File: config.mk
export PLATFORM = sky130hd
export DESIGN_NAME = placement_cost_eval_flat
export DESIGN_NICKNAME = d
export VERILOG_FILES = /design/src/rtl/placement_cost_eval_if.sv /design/src/rtl/placement_cost_eval.sv /design/src/flat_wrapper.sv
export SDC_FILE = /design/constraint.sdc
export NUM_CORES = 1
export LEC_CHECK = 0
export CAP_MARGIN = 25
export CORE_MARGIN = 1
export CORE_UTILIZATION = 40
export DETAILED_ROUTE_END_ITERATION = 7
export MAX_ROUTING_LAYER = met4
export SLEW_MARGIN = 25
export SYNTH_ARGS = -nofsm -noshare
export SYNTH_HDL_FRONTEND = slang
export SYNTH_SLANG_ARGS = --single-unit
export TNS_END_PERCENT = 30
File: constraint.sdc
create_clock -name clk -period 11.7 [get_ports clk]
set_input_delay 2.925 -clock clk [delete_from_list [all_inputs] [get_ports clk]]
set_output_delay 2.925 -clock clk [all_outputs]
set_load 0.01 [all_outputs]
File: src/rtl/placement_cost_eval_if.sv
// placement_cost_eval_if: control and memory-read bus of the wirelength evaluator
// master: evaluator side (drives start-accept status, read strobes, addresses, cost/err)
// slave: host/memory side (drives start, n_edge, mode and memory read data)
// max_cost/max_idx exist only when PLACEMENT_COST_MAXTRACK_EN is defined
interface placement_cost_eval_if #(
  parameter int DATA_W = 32,
  parameter int ADDR_W = 8,
  parameter int ACC_W  = 40
);
  logic              start;
  logic [ADDR_W-1:0] n_edge;
  logic [1:0]        mode;
  logic              edge_re;
  logic [ADDR_W-1:0] edge_addr;
  logic [DATA_W-1:0] edge_a;
  logic [DATA_W-1:0] edge_b;
  logic              pos_re;
  logic [ADDR_W-1:0] pos_addr;
  logic [DATA_W-1:0] pos_x;
  logic [DATA_W-1:0] pos_y;
  logic              busy;
  logic              done;
  logic [ACC_W-1:0]  cost;
  logic              err;
`ifdef PLACEMENT_COST_MAXTRACK_EN
  logic [DATA_W:0]   max_cost;
  logic [ADDR_W-1:0] max_idx;
`endif
  modport master(
`ifdef PLACEMENT_COST_MAXTRACK_EN
    output max_cost, max_idx,
`endif
    input  start, n_edge, mode, edge_a, edge_b, pos_x, pos_y,
    output edge_re, edge_addr, pos_re, pos_addr, busy, done, cost, err
  );
  modport slave(
`ifdef PLACEMENT_COST_MAXTRACK_EN
    input  max_cost, max_idx,
`endif
    output start, n_edge, mode, edge_a, edge_b, pos_x, pos_y,
    input  edge_re, edge_addr, pos_re, pos_addr, busy, done, cost, err
  );
endinterface

File: src/rtl/placement_cost_eval.sv
// placement_cost_eval: walks the edge list and accumulates Manhattan/1-hop/Chebyshev wirelength
// Ports: clk, reset (async, active high), bus (placement_cost_eval_if.master):
//   start/n_edge/mode in, edge_re/edge_addr + edge_a/edge_b edge memory, pos_re/pos_addr + pos_x/pos_y
//   position memory, busy/done/cost/err status.
// Macro PLACEMENT_COST_MAXTRACK_EN adds max_cost/max_idx (largest per-edge cost, lowest index).
module placement_cost_eval #(
  parameter int DATA_W  = 32,
  parameter int ADDR_W  = 8,
  parameter int ACC_W   = 40,
  parameter int MEM_LAT = 1
) (
  input logic clk,
  input logic reset,
  placement_cost_eval_if.master bus
);
  typedef enum logic [3:0] {IDLE, E_ISSUE, E_WAIT, A_ISSUE, A_WAIT, B_ISSUE, B_WAIT, DIFF, ABS, ACC, DONE} state_t;
  localparam logic [15:0] WL = 16'(MEM_LAT - 1);
  state_t st;
  logic [ADDR_W-1:0] idx, nq, eb;
  logic [1:0] mq;
  logic [15:0] wc;
  logic [DATA_W-1:0] ax, ay, bx, by;
  logic [DATA_W:0] dx, dy;
  logic [DATA_W+1:0] hx, hy, s, c;
  logic [ACC_W:0] sum;
  logic bad;
  always_comb begin
    hx = mq == 2'd1 ? ({1'b0, dx} + 1'b1) >> 1 : {1'b0, dx};
    hy = mq == 2'd1 ? ({1'b0, dy} + 1'b1) >> 1 : {1'b0, dy};
    s = mq == 2'd2 ? (hx > hy ? hx : hy) : hx + hy;
    c = s == '0 ? '0 : s - 1'b1;
    sum = {1'b0, bus.cost} + (ACC_W+1)'(c);
    bad = &ax | &ay | &bx | &by;
  end
  always_ff @(posedge clk or posedge reset) begin
    if (reset) begin
      st <= IDLE;
      idx <= '0;
      nq <= '0;
      eb <= '0;
      mq <= '0;
      wc <= '0;
      ax <= '0;
      ay <= '0;
      bx <= '0;
      by <= '0;
      dx <= '0;
      dy <= '0;
      bus.edge_re <= 1'b0;
      bus.edge_addr <= '0;
      bus.pos_re <= 1'b0;
      bus.pos_addr <= '0;
      bus.busy <= 1'b0;
      bus.done <= 1'b0;
      bus.cost <= '0;
      bus.err <= 1'b0;
`ifdef PLACEMENT_COST_MAXTRACK_EN
      bus.max_cost <= '0;
      bus.max_idx <= '0;
`endif
    end else begin
      bus.edge_re <= 1'b0;
      bus.pos_re <= 1'b0;
      bus.done <= 1'b0;
      case (st)
        IDLE: if (bus.start) begin
          nq <= bus.n_edge;
          mq <= bus.mode;
          idx <= '0;
          bus.cost <= '0;
          bus.err <= bus.mode == 2'd3;
`ifdef PLACEMENT_COST_MAXTRACK_EN
          bus.max_cost <= '0;
          bus.max_idx <= '0;
`endif
          if (bus.mode == 2'd3 || bus.n_edge == '0) begin
            st <= DONE;
            bus.done <= 1'b1;
          end else begin
            st <= E_ISSUE;
            bus.busy <= 1'b1;
            bus.edge_re <= 1'b1;
            bus.edge_addr <= '0;
          end
        end
        E_ISSUE: begin
          st <= E_WAIT;
          wc <= '0;
        end
        E_WAIT: if (wc == WL) begin
          st <= A_ISSUE;
          eb <= bus.edge_b[ADDR_W-1:0];
          bus.pos_re <= 1'b1;
          bus.pos_addr <= bus.edge_a[ADDR_W-1:0];
        end else wc <= wc + 1'b1;
        A_ISSUE: begin
          st <= A_WAIT;
          wc <= '0;
        end
        A_WAIT: if (wc == WL) begin
          st <= B_ISSUE;
          ax <= bus.pos_x;
          ay <= bus.pos_y;
          bus.pos_re <= 1'b1;
          bus.pos_addr <= eb;
        end else wc <= wc + 1'b1;
        B_ISSUE: begin
          st <= B_WAIT;
          wc <= '0;
        end
        B_WAIT: if (wc == WL) begin
          st <= DIFF;
          bx <= bus.pos_x;
          by <= bus.pos_y;
        end else wc <= wc + 1'b1;
        DIFF: begin
          st <= ABS;
          dx <= {ax[DATA_W-1], ax} - {bx[DATA_W-1], bx};
          dy <= {ay[DATA_W-1], ay} - {by[DATA_W-1], by};
        end
        ABS: begin
          st <= ACC;
          dx <= dx[DATA_W] ? -dx : dx;
          dy <= dy[DATA_W] ? -dy : dy;
        end
        ACC: begin
          if (bad) bus.err <= 1'b1;
          else begin
            bus.cost <= sum[ACC_W] ? '1 : sum[ACC_W-1:0];
`ifdef PLACEMENT_COST_MAXTRACK_EN
            if (c[DATA_W:0] > bus.max_cost) begin
              bus.max_cost <= c[DATA_W:0];
              bus.max_idx <= idx;
            end
`endif
          end
          idx <= idx + 1'b1;
          if (idx + 1'b1 == nq) begin
            st <= DONE;
            bus.done <= 1'b1;
            bus.busy <= 1'b0;
          end else begin
            st <= E_ISSUE;
            bus.edge_re <= 1'b1;
            bus.edge_addr <= idx + 1'b1;
          end
        end
        DONE: st <= IDLE;
        default: st <= IDLE;
      endcase
    end
  end
endmodule

File: src/flat_wrapper.sv
// flat-port wrapper written by rule: the top's interface ports become plain ports
module placement_cost_eval_flat 
#(
  parameter int DATA_W  = 32,
  parameter int ADDR_W  = 8,
  parameter int ACC_W   = 40,
  parameter int MEM_LAT = 1
)
  (clk, reset, bus_start, bus_n_edge, bus_mode, bus_edge_a, bus_edge_b, bus_pos_x, bus_pos_y, bus_edge_re, bus_edge_addr, bus_pos_re, bus_pos_addr, bus_busy, bus_done, bus_cost, bus_err);
  placement_cost_eval_if #(.DATA_W(DATA_W), .ADDR_W(ADDR_W), .ACC_W(ACC_W)) bus_i ();
  input logic clk;
  input logic reset;
  input wire logic [$bits(bus_i.start)-1:0] bus_start;
  input wire logic [$bits(bus_i.n_edge)-1:0] bus_n_edge;
  input wire logic [$bits(bus_i.mode)-1:0] bus_mode;
  input wire logic [$bits(bus_i.edge_a)-1:0] bus_edge_a;
  input wire logic [$bits(bus_i.edge_b)-1:0] bus_edge_b;
  input wire logic [$bits(bus_i.pos_x)-1:0] bus_pos_x;
  input wire logic [$bits(bus_i.pos_y)-1:0] bus_pos_y;
  output wire logic [$bits(bus_i.edge_re)-1:0] bus_edge_re;
  output wire logic [$bits(bus_i.edge_addr)-1:0] bus_edge_addr;
  output wire logic [$bits(bus_i.pos_re)-1:0] bus_pos_re;
  output wire logic [$bits(bus_i.pos_addr)-1:0] bus_pos_addr;
  output wire logic [$bits(bus_i.busy)-1:0] bus_busy;
  output wire logic [$bits(bus_i.done)-1:0] bus_done;
  output wire logic [$bits(bus_i.cost)-1:0] bus_cost;
  output wire logic [$bits(bus_i.err)-1:0] bus_err;
  assign bus_i.start = bus_start;
  assign bus_i.n_edge = bus_n_edge;
  assign bus_i.mode = bus_mode;
  assign bus_i.edge_a = bus_edge_a;
  assign bus_i.edge_b = bus_edge_b;
  assign bus_i.pos_x = bus_pos_x;
  assign bus_i.pos_y = bus_pos_y;
  assign bus_edge_re = bus_i.edge_re;
  assign bus_edge_addr = bus_i.edge_addr;
  assign bus_pos_re = bus_i.pos_re;
  assign bus_pos_addr = bus_i.pos_addr;
  assign bus_busy = bus_i.busy;
  assign bus_done = bus_i.done;
  assign bus_cost = bus_i.cost;
  assign bus_err = bus_i.err;
  placement_cost_eval #(.DATA_W(DATA_W), .ADDR_W(ADDR_W), .ACC_W(ACC_W), .MEM_LAT(MEM_LAT)) u_core (.clk(clk), .reset(reset), .bus(bus_i));
endmodule
==> out/metrics.yaml, run 1 <==
status: "finished, final reports clean"
cts.sinks: 301
cp_slowest_stage_delay_ns: 0.88
grt_use_total: 0.236
slew_violations: 0
maxCapViolCount: 0
clk_latency_ns: 0.56
critPathBufInv: 6
die_h_um: 255
wl_per_cell_um: 18.4
final_core_utilization: 0.455
cts.reportedPaths.clkPinSlew_ns: 0.06
synth-edff-count: 0
switching_share: 0.438
yosysSeqAreaShare: 0.295
finalCritPeriodShare: 0.913
critPathKind: "reg2reg"
ctsResizeCount: 0
cts_buffers: 36
synthArstFlopShare: 1.00
synth_commonest_cells: "nand2_1, dfrtp_1, a21oi_1"
ctsHoldBuffers: 0
hp-class: "reg2reg"
pwr-share-clk: 0.202
synth_area_um2: 25500
synth_seq_cells: 301
fin_skew_ns: 0.0211
start_kind: "flip-flop"
drtPass1Iterations: 5
dp_hpwl_um: 56600
die_w_um: 255
grt_pass1_vias: 22620
drt_iter0_drc: 1699
vias_per_cell: 5.75
ioPinCount: 202
nNetsFinal: 3492
initial_core_util: 0.405
fin_crit_ns: 10.69
hold_violations: 0
antenna_found_initial: 0
synth_cell_types: 106
syn_nets: 3460
cts_tree: "yes"
row_count: 92
p_leak_nw: 12.1
avgSynthCellArea_um2: 8.12
ant_nets: 0
drive_gt1_frac: 0.0896
drt_wl_total_um: 74300
layout.cells.non_filler: 4048
max_freq_ghz: 0.0936
p_comb_frac: 0.539
cts_root_buffer: "clkbuf_16"
worstPathRequired_ns: 12.13
end_kind: "flip-flop"
area_growth_pct: 12.6
arrival_ns: 11.11
cts_setup_buffers: 0
drc_errors: 0
power_frac_seq: 0.259
vias: 23292
synth_ff_type: "dfrtp_1"
htreeDepth: 2
core_um2: 63100
slew_headroom: 0.302
powerDensity_nw_per_um2: 198
intPower_mw: 3.19
fillers: 6256
cts_buffer_depth: 3
worst_pin_slew_ns: 1.05
crit_slowest_cell: "o22ai_2"
tns_ns: 0
grt-ovfl-total: 0
grt_first_pass_wirelength_um: 120000
synth_top_cell_area_share: 0.295
crit_fanout: 32
dieArea_um2: 64800
diodes: 0
power_switching_mw: 2.49
setup_violations: 0
grt_max_degree: 99
critical_path.top_delay_family: "simple AND/OR/NAND/NOR gates"
place.gp.congestion: 0.942
dp_cells: 3982
syn_inst: 3142
synth_warnings: 0
synth.largest_area_cell: "dfrtp_1"
p_total_mw: 5.68
yosysMostFrequentCell: "nand2_1"
peakVddDrop_mv: 0.104
rsz0062_at_grt: "false"
ys_top_cells_by_area: "dfrtp_1, ha_1, a21oi_1, o21ai_0, nand2_1"
io_buffers: 153
worst paths after layout:
check                                           from                        endpoint  slack [ns]  depth (start not counted)
max                         u_core.dy[0]$_DFFE_PP0P_  u_core.bus.cost[6]$_DFFE_PP0P_        1.01                         37
max in group asynchronous                      reset        u_core.ay[9]$_DFFE_PP0P_        7.34                          3
min reg2reg                u_core.wc[15]$_DFFE_PP0P_       u_core.wc[15]$_DFFE_PP0P_        0.48                          1
max reg2reg                 u_core.dy[0]$_DFFE_PP0P_  u_core.bus.cost[6]$_DFFE_PP0P_        1.01                         37
min                        u_core.wc[15]$_DFFE_PP0P_       u_core.wc[15]$_DFFE_PP0P_        0.48                          1
min in group asynchronous                      reset        u_core.eb[0]$_DFFE_PP0P_        2.85                          2
power groups by stage:
stage	Clock [mW]	Combinational (mW)	Sequential, mW
after floorplan	0	2.35	1.34
after global placement	0	2.99	1.48
after detailed placement	0	3.03	1.49
after CTS	1.18	3.05	1.47
after global routing	1.22	3.40	1.50
final	1.14	3.06	1.47
through the flow:
step	hold WS [ns]	cell area [µm²]	setup WS [ns]
after detailed placement	0.473	27500	1.26
after floorplan	0.446	25500	0.457
after global placement	0.459	27500	1.25
after global routing	0.507	28700	0.365
after CTS	0.480	28700	1.12
final	0.476	28700	1.01
layout make-up:
class	count	area [µm²]	area share
inverter	160	608	0.0212
clock inverter	18	169	0.00588
multi-input combinational	2490	16500	0.576
sequential	301	7530	0.262
tap	846	1060	0.0368
timing repair buffer	185	1790	0.0622
clock buffer	48	1040	0.0361
state kept, by name, indices dropped and copies added (netlist names), 4 cells and up:
register and count:
u_core.eb 8, u_core.bus.cost 40, u_core.st 4, u_core.bx 32
u_core.bus.pos_addr 8, u_core.by 32, u_core.dx 33, u_core.ax 32
u_core.nq 8, u_core.idx 8, u_core.wc 16, u_core.bus.edge_addr 8
u_core.dy 33, u_core.ay 32
cells by family after synthesis:
kind of cell / Yosys count / synth area share
AND/OR/NAND/NOR: 1096 / 0.219
AO/OA/AOI/OAI: 910 / 0.222
buffers and inverters: 351 / 0.0591
flip-flops: 301 / 0.295
adder cells (fa/ha/maj): 177 / 0.0880
XOR/XNOR: 166 / 0.0570
multiplexers: 141 / 0.0598
metal layers:
layer  wire length [µm]  global-route usage  share of wire  vias up
li1                   -                   -              -    11390
met1              33700               0.305           0.45    11287
met2              36000               0.391           0.48      505
met3               2880              0.0247          0.039      110
met4               1800              0.0642          0.024        0
met5                  0                   -              0        -
cell usage in the layout, fill, tap and decap left out, types with 9 or more instances in the layout:
cell and count:
o21bai_1 21, dfrtp_1 301, nand2_1 326, a21boi_0 10
a21oi_1 268, mux2_2 85, a22oi_1 21, nor3b_1 18
or2_2 16, clkinv_2 9, nor2b_1 33, and2_1 13
and3_1 35, a211oi_1 28, nand3b_1 10, or4_1 18
clkdlybuf4s50_1 153, nand3_1 84, o21ai_0 258, nor2_1 219
or3_1 35, xor2_1 73, o21a_1 23, a21o_1 63
o211ai_1 24, and4_1 11, nand2b_1 39, buf_4 30
a31oi_1 34, a31o_2 37, nand4_1 71, nor3_1 78
xnor2_1 93, ha_1 173, clkbuf_16 38, nor4_1 36
o31ai_1 24, inv_1 157, mux2i_1 52
Note: power is estimated with default switching activity, not from simulation.
==> inputs of run 2 (changes only) <==
--- a/config.mk
+++ b/config.mk
@@ -6,10 +6,13 @@
 export NUM_CORES = 1
 export LEC_CHECK = 0
 export CAP_MARGIN = 25
+export CELL_PAD_IN_SITES_DETAIL_PLACEMENT = 0
+export CELL_PAD_IN_SITES_GLOBAL_PLACEMENT = 1
 export CORE_MARGIN = 1
 export CORE_UTILIZATION = 40
 export DETAILED_ROUTE_END_ITERATION = 7
 export MAX_ROUTING_LAYER = met4
+export PLACE_DENSITY_LB_ADDON = 0.1
 export SLEW_MARGIN = 25
 export SYNTH_ARGS = -nofsm -noshare
 export SYNTH_HDL_FRONTEND = slang
==> run 2 against run 1 <==
Compared with the run above:
- final cell count increased by 0.30%
- setup slack got worse by 0.20 ns
- largest cell class unchanged
- die area unchanged
- non-clock buffer count increased by 14
- critical endpoint is now u_core.bus.cost[39]$_DFFE_PP0P_
- maximum frequency decreased by 1.8%
- global-route usage increased by 2.5 points
- hold slack improved by 0.010 ns
==> out/metrics.yaml, run 2 (same netlist as run 1, synthesis figures left out) <==
grt_first_pass_wirelength_um: 130000
cts_buffers: 37
largest_reg_flops: 40
layout_common_cells: "nand2_1, dfrtp_1, a21oi_1"
fin_skew_ns: 0.0301
crit_slowest_cell: "o22a_1"
core_um2: 63100
hp-class: "reg2reg"
initial_core_util: 0.405
arrival_ns: 11.32
drtPass1Iterations: 5
critPathBufInv: 3
vias_per_cell: 5.78
setup_violations: 0
grt_use_total: 0.261
row_count: 92
fin_crit_ns: 10.89
io_buffers: 153
ctsHoldBuffers: 0
hold_depth: 1
cts_buffer_depth: 3
peakVddDrop_mv: 0.101
crit_fanout: 15
grt_pass1_vias: 22668
power_switching_mw: 2.59
fillers: 6325
worst_pin_slew_ns: 1.07
critical_path.top_delay_family: "compound AO/OA/AOI/OAI gates"
end_kind: "flip-flop"
hold_path.startpoint: "u_core.wc[15]$_DFFE_PP0P_"
largest_register: "u_core.bus.cost"
reg2reg_to: "u_core.bus.cost[39]$_DFFE_PP0P_"
powerDensity_nw_per_um2: 201
slew_headroom: 0.276
intPower_mw: 3.20
final_common_cell: "nand2_1"
cts.sinks: 301
drc_errors: 0
antenna_found_initial: 0
ioPinCount: 202
tns_ns: 0
drt_wl_total_um: 82400
critPathKind: "reg2reg"
worstPathRequired_ns: 12.13
rsz0062_at_grt: "false"
power_frac_seq: 0.254
die_w_um: 255
slew_violations: 0
switching_share: 0.448
final_core_utilization: 0.457
start_kind: "flip-flop"
htreeDepth: 2
maxCapViolCount: 0
p_comb_frac: 0.546
reg_top3: "u_core.bus.cost: 40 flops, u_core.dx: 33 flops, u_core.dy: 33 flops"
grt_max_degree: 107
area_growth_pct: 13.0
r2r_slack_ns: 0.81
cts_tree: "yes"
finalCritPeriodShare: 0.931
nNetsFinal: 3507
cts_root_buffer: "clkbuf_16"
die_h_um: 255
p_leak_nw: 12.2
drt_iter0_drc: 1601
place.gp.congestion: 0.978
ctsResizeCount: 0
r2r-start: "u_core.dy[1]$_DFFE_PP0P_"
drive_gt1_frac: 0.0924
dieArea_um2: 64800
min_to: "u_core.wc[15]$_DFFE_PP0P_"
clk_latency_ns: 0.57
pwr-share-clk: 0.200
diodes: 0
cp_slowest_stage_delay_ns: 0.87
worstRegToRegCells: 32
cts_setup_buffers: 0
vias: 23448
max_freq_ghz: 0.0918
ant_nets: 0
wl_per_cell_um: 20.3
status: "finished, final reports clean"
cts.reportedPaths.clkPinSlew_ns: 0.06
grt-ovfl-total: 0
hold_violations: 0
dp_hpwl_um: 63500
-- run 2: per-stage QoR --
stage	hold slack (ns)	instances	setup WS [ns]	total power, mW	instance area (µm²)
2_1_floorplan	0.446	3142	0.457	3.69	25500
3_3_place_gp	0.469	3995	1.10	4.58	27600
3_5_place_dp	0.482	3996	1.04	4.61	27600
4_1_cts	0.487	4060	0.946	5.81	28800
5_1_grt	0.498	4060	0.0889	6.23	28800
6_report	0.486	4060	0.812	5.79	28800
-- run 2: per-layer routing --
layer  share of wire  GRT usage
met2            0.47      0.417
met5               0          -
met1            0.47      0.355
met4           0.023     0.0652
met3           0.041     0.0240
-- run 2: layout make-up --
cell class / count / area [µm²] / share of cell area
Multi-Input combinational cell: 2490 / 16500 / 0.573
Timing Repair Buffer: 199 / 1910 / 0.0662
Tap cell: 846 / 1060 / 0.0367
Inverter: 160 / 608 / 0.0211
Sequential cell: 301 / 7530 / 0.261
Clock inverter: 13 / 149 / 0.00516
Clock buffer: 51 / 1060 / 0.0367
-- run 2: power by group through the flow --
stage	registers [mW]	clock network, mW	logic (mW)
6_report	1.47	1.16	3.16
5_1_grt	1.50	1.23	3.49
4_1_cts	1.47	1.20	3.15
3_5_place_dp	1.48	0	3.13
3_3_place_gp	1.48	0	3.11
2_1_floorplan	1.34	0	2.35
-- run 2: worst max-delay path by stage --
stage | start | to | slack [ns] | cells after the start
CTS | u_core.dy[1]$_DFFE_PP0P_ | u_core.bus.cost[6]$_DFFE_PP0P_ | 0.95 | 32
finish | u_core.dy[1]$_DFFE_PP0P_ | u_core.bus.cost[39]$_DFFE_PP0P_ | 0.81 | 32
detailed placement | u_core.dy[1]$_DFFE_PP0P_ | u_core.bus.cost[19]$_DFFE_PP0P_ | 1.04 | 32
floorplan | reset | u_core.ax[0]$_DFFE_PP0P_ | 0.46 | 1
global route | u_core.dy[1]$_DFFE_PP0P_ | u_core.bus.cost[39]$_DFFE_PP0P_ | 0.09 | 32
global placement | u_core.dy[1]$_DFFE_PP0P_ | u_core.bus.cost[17]$_DFFE_PP0P_ | 1.10 | 31
-- run 2: worst reg2reg max path, delay by kind of cell (launching register included) --
family / cells / cell delay, ns
simple gates: 11 / 3.94
buf+inv: 3 / 0.50
flops: 1 / 0.48
mux: 3 / 0.77
fa+ha+maj: 3 / 1.02
compound gates: 12 / 4.05
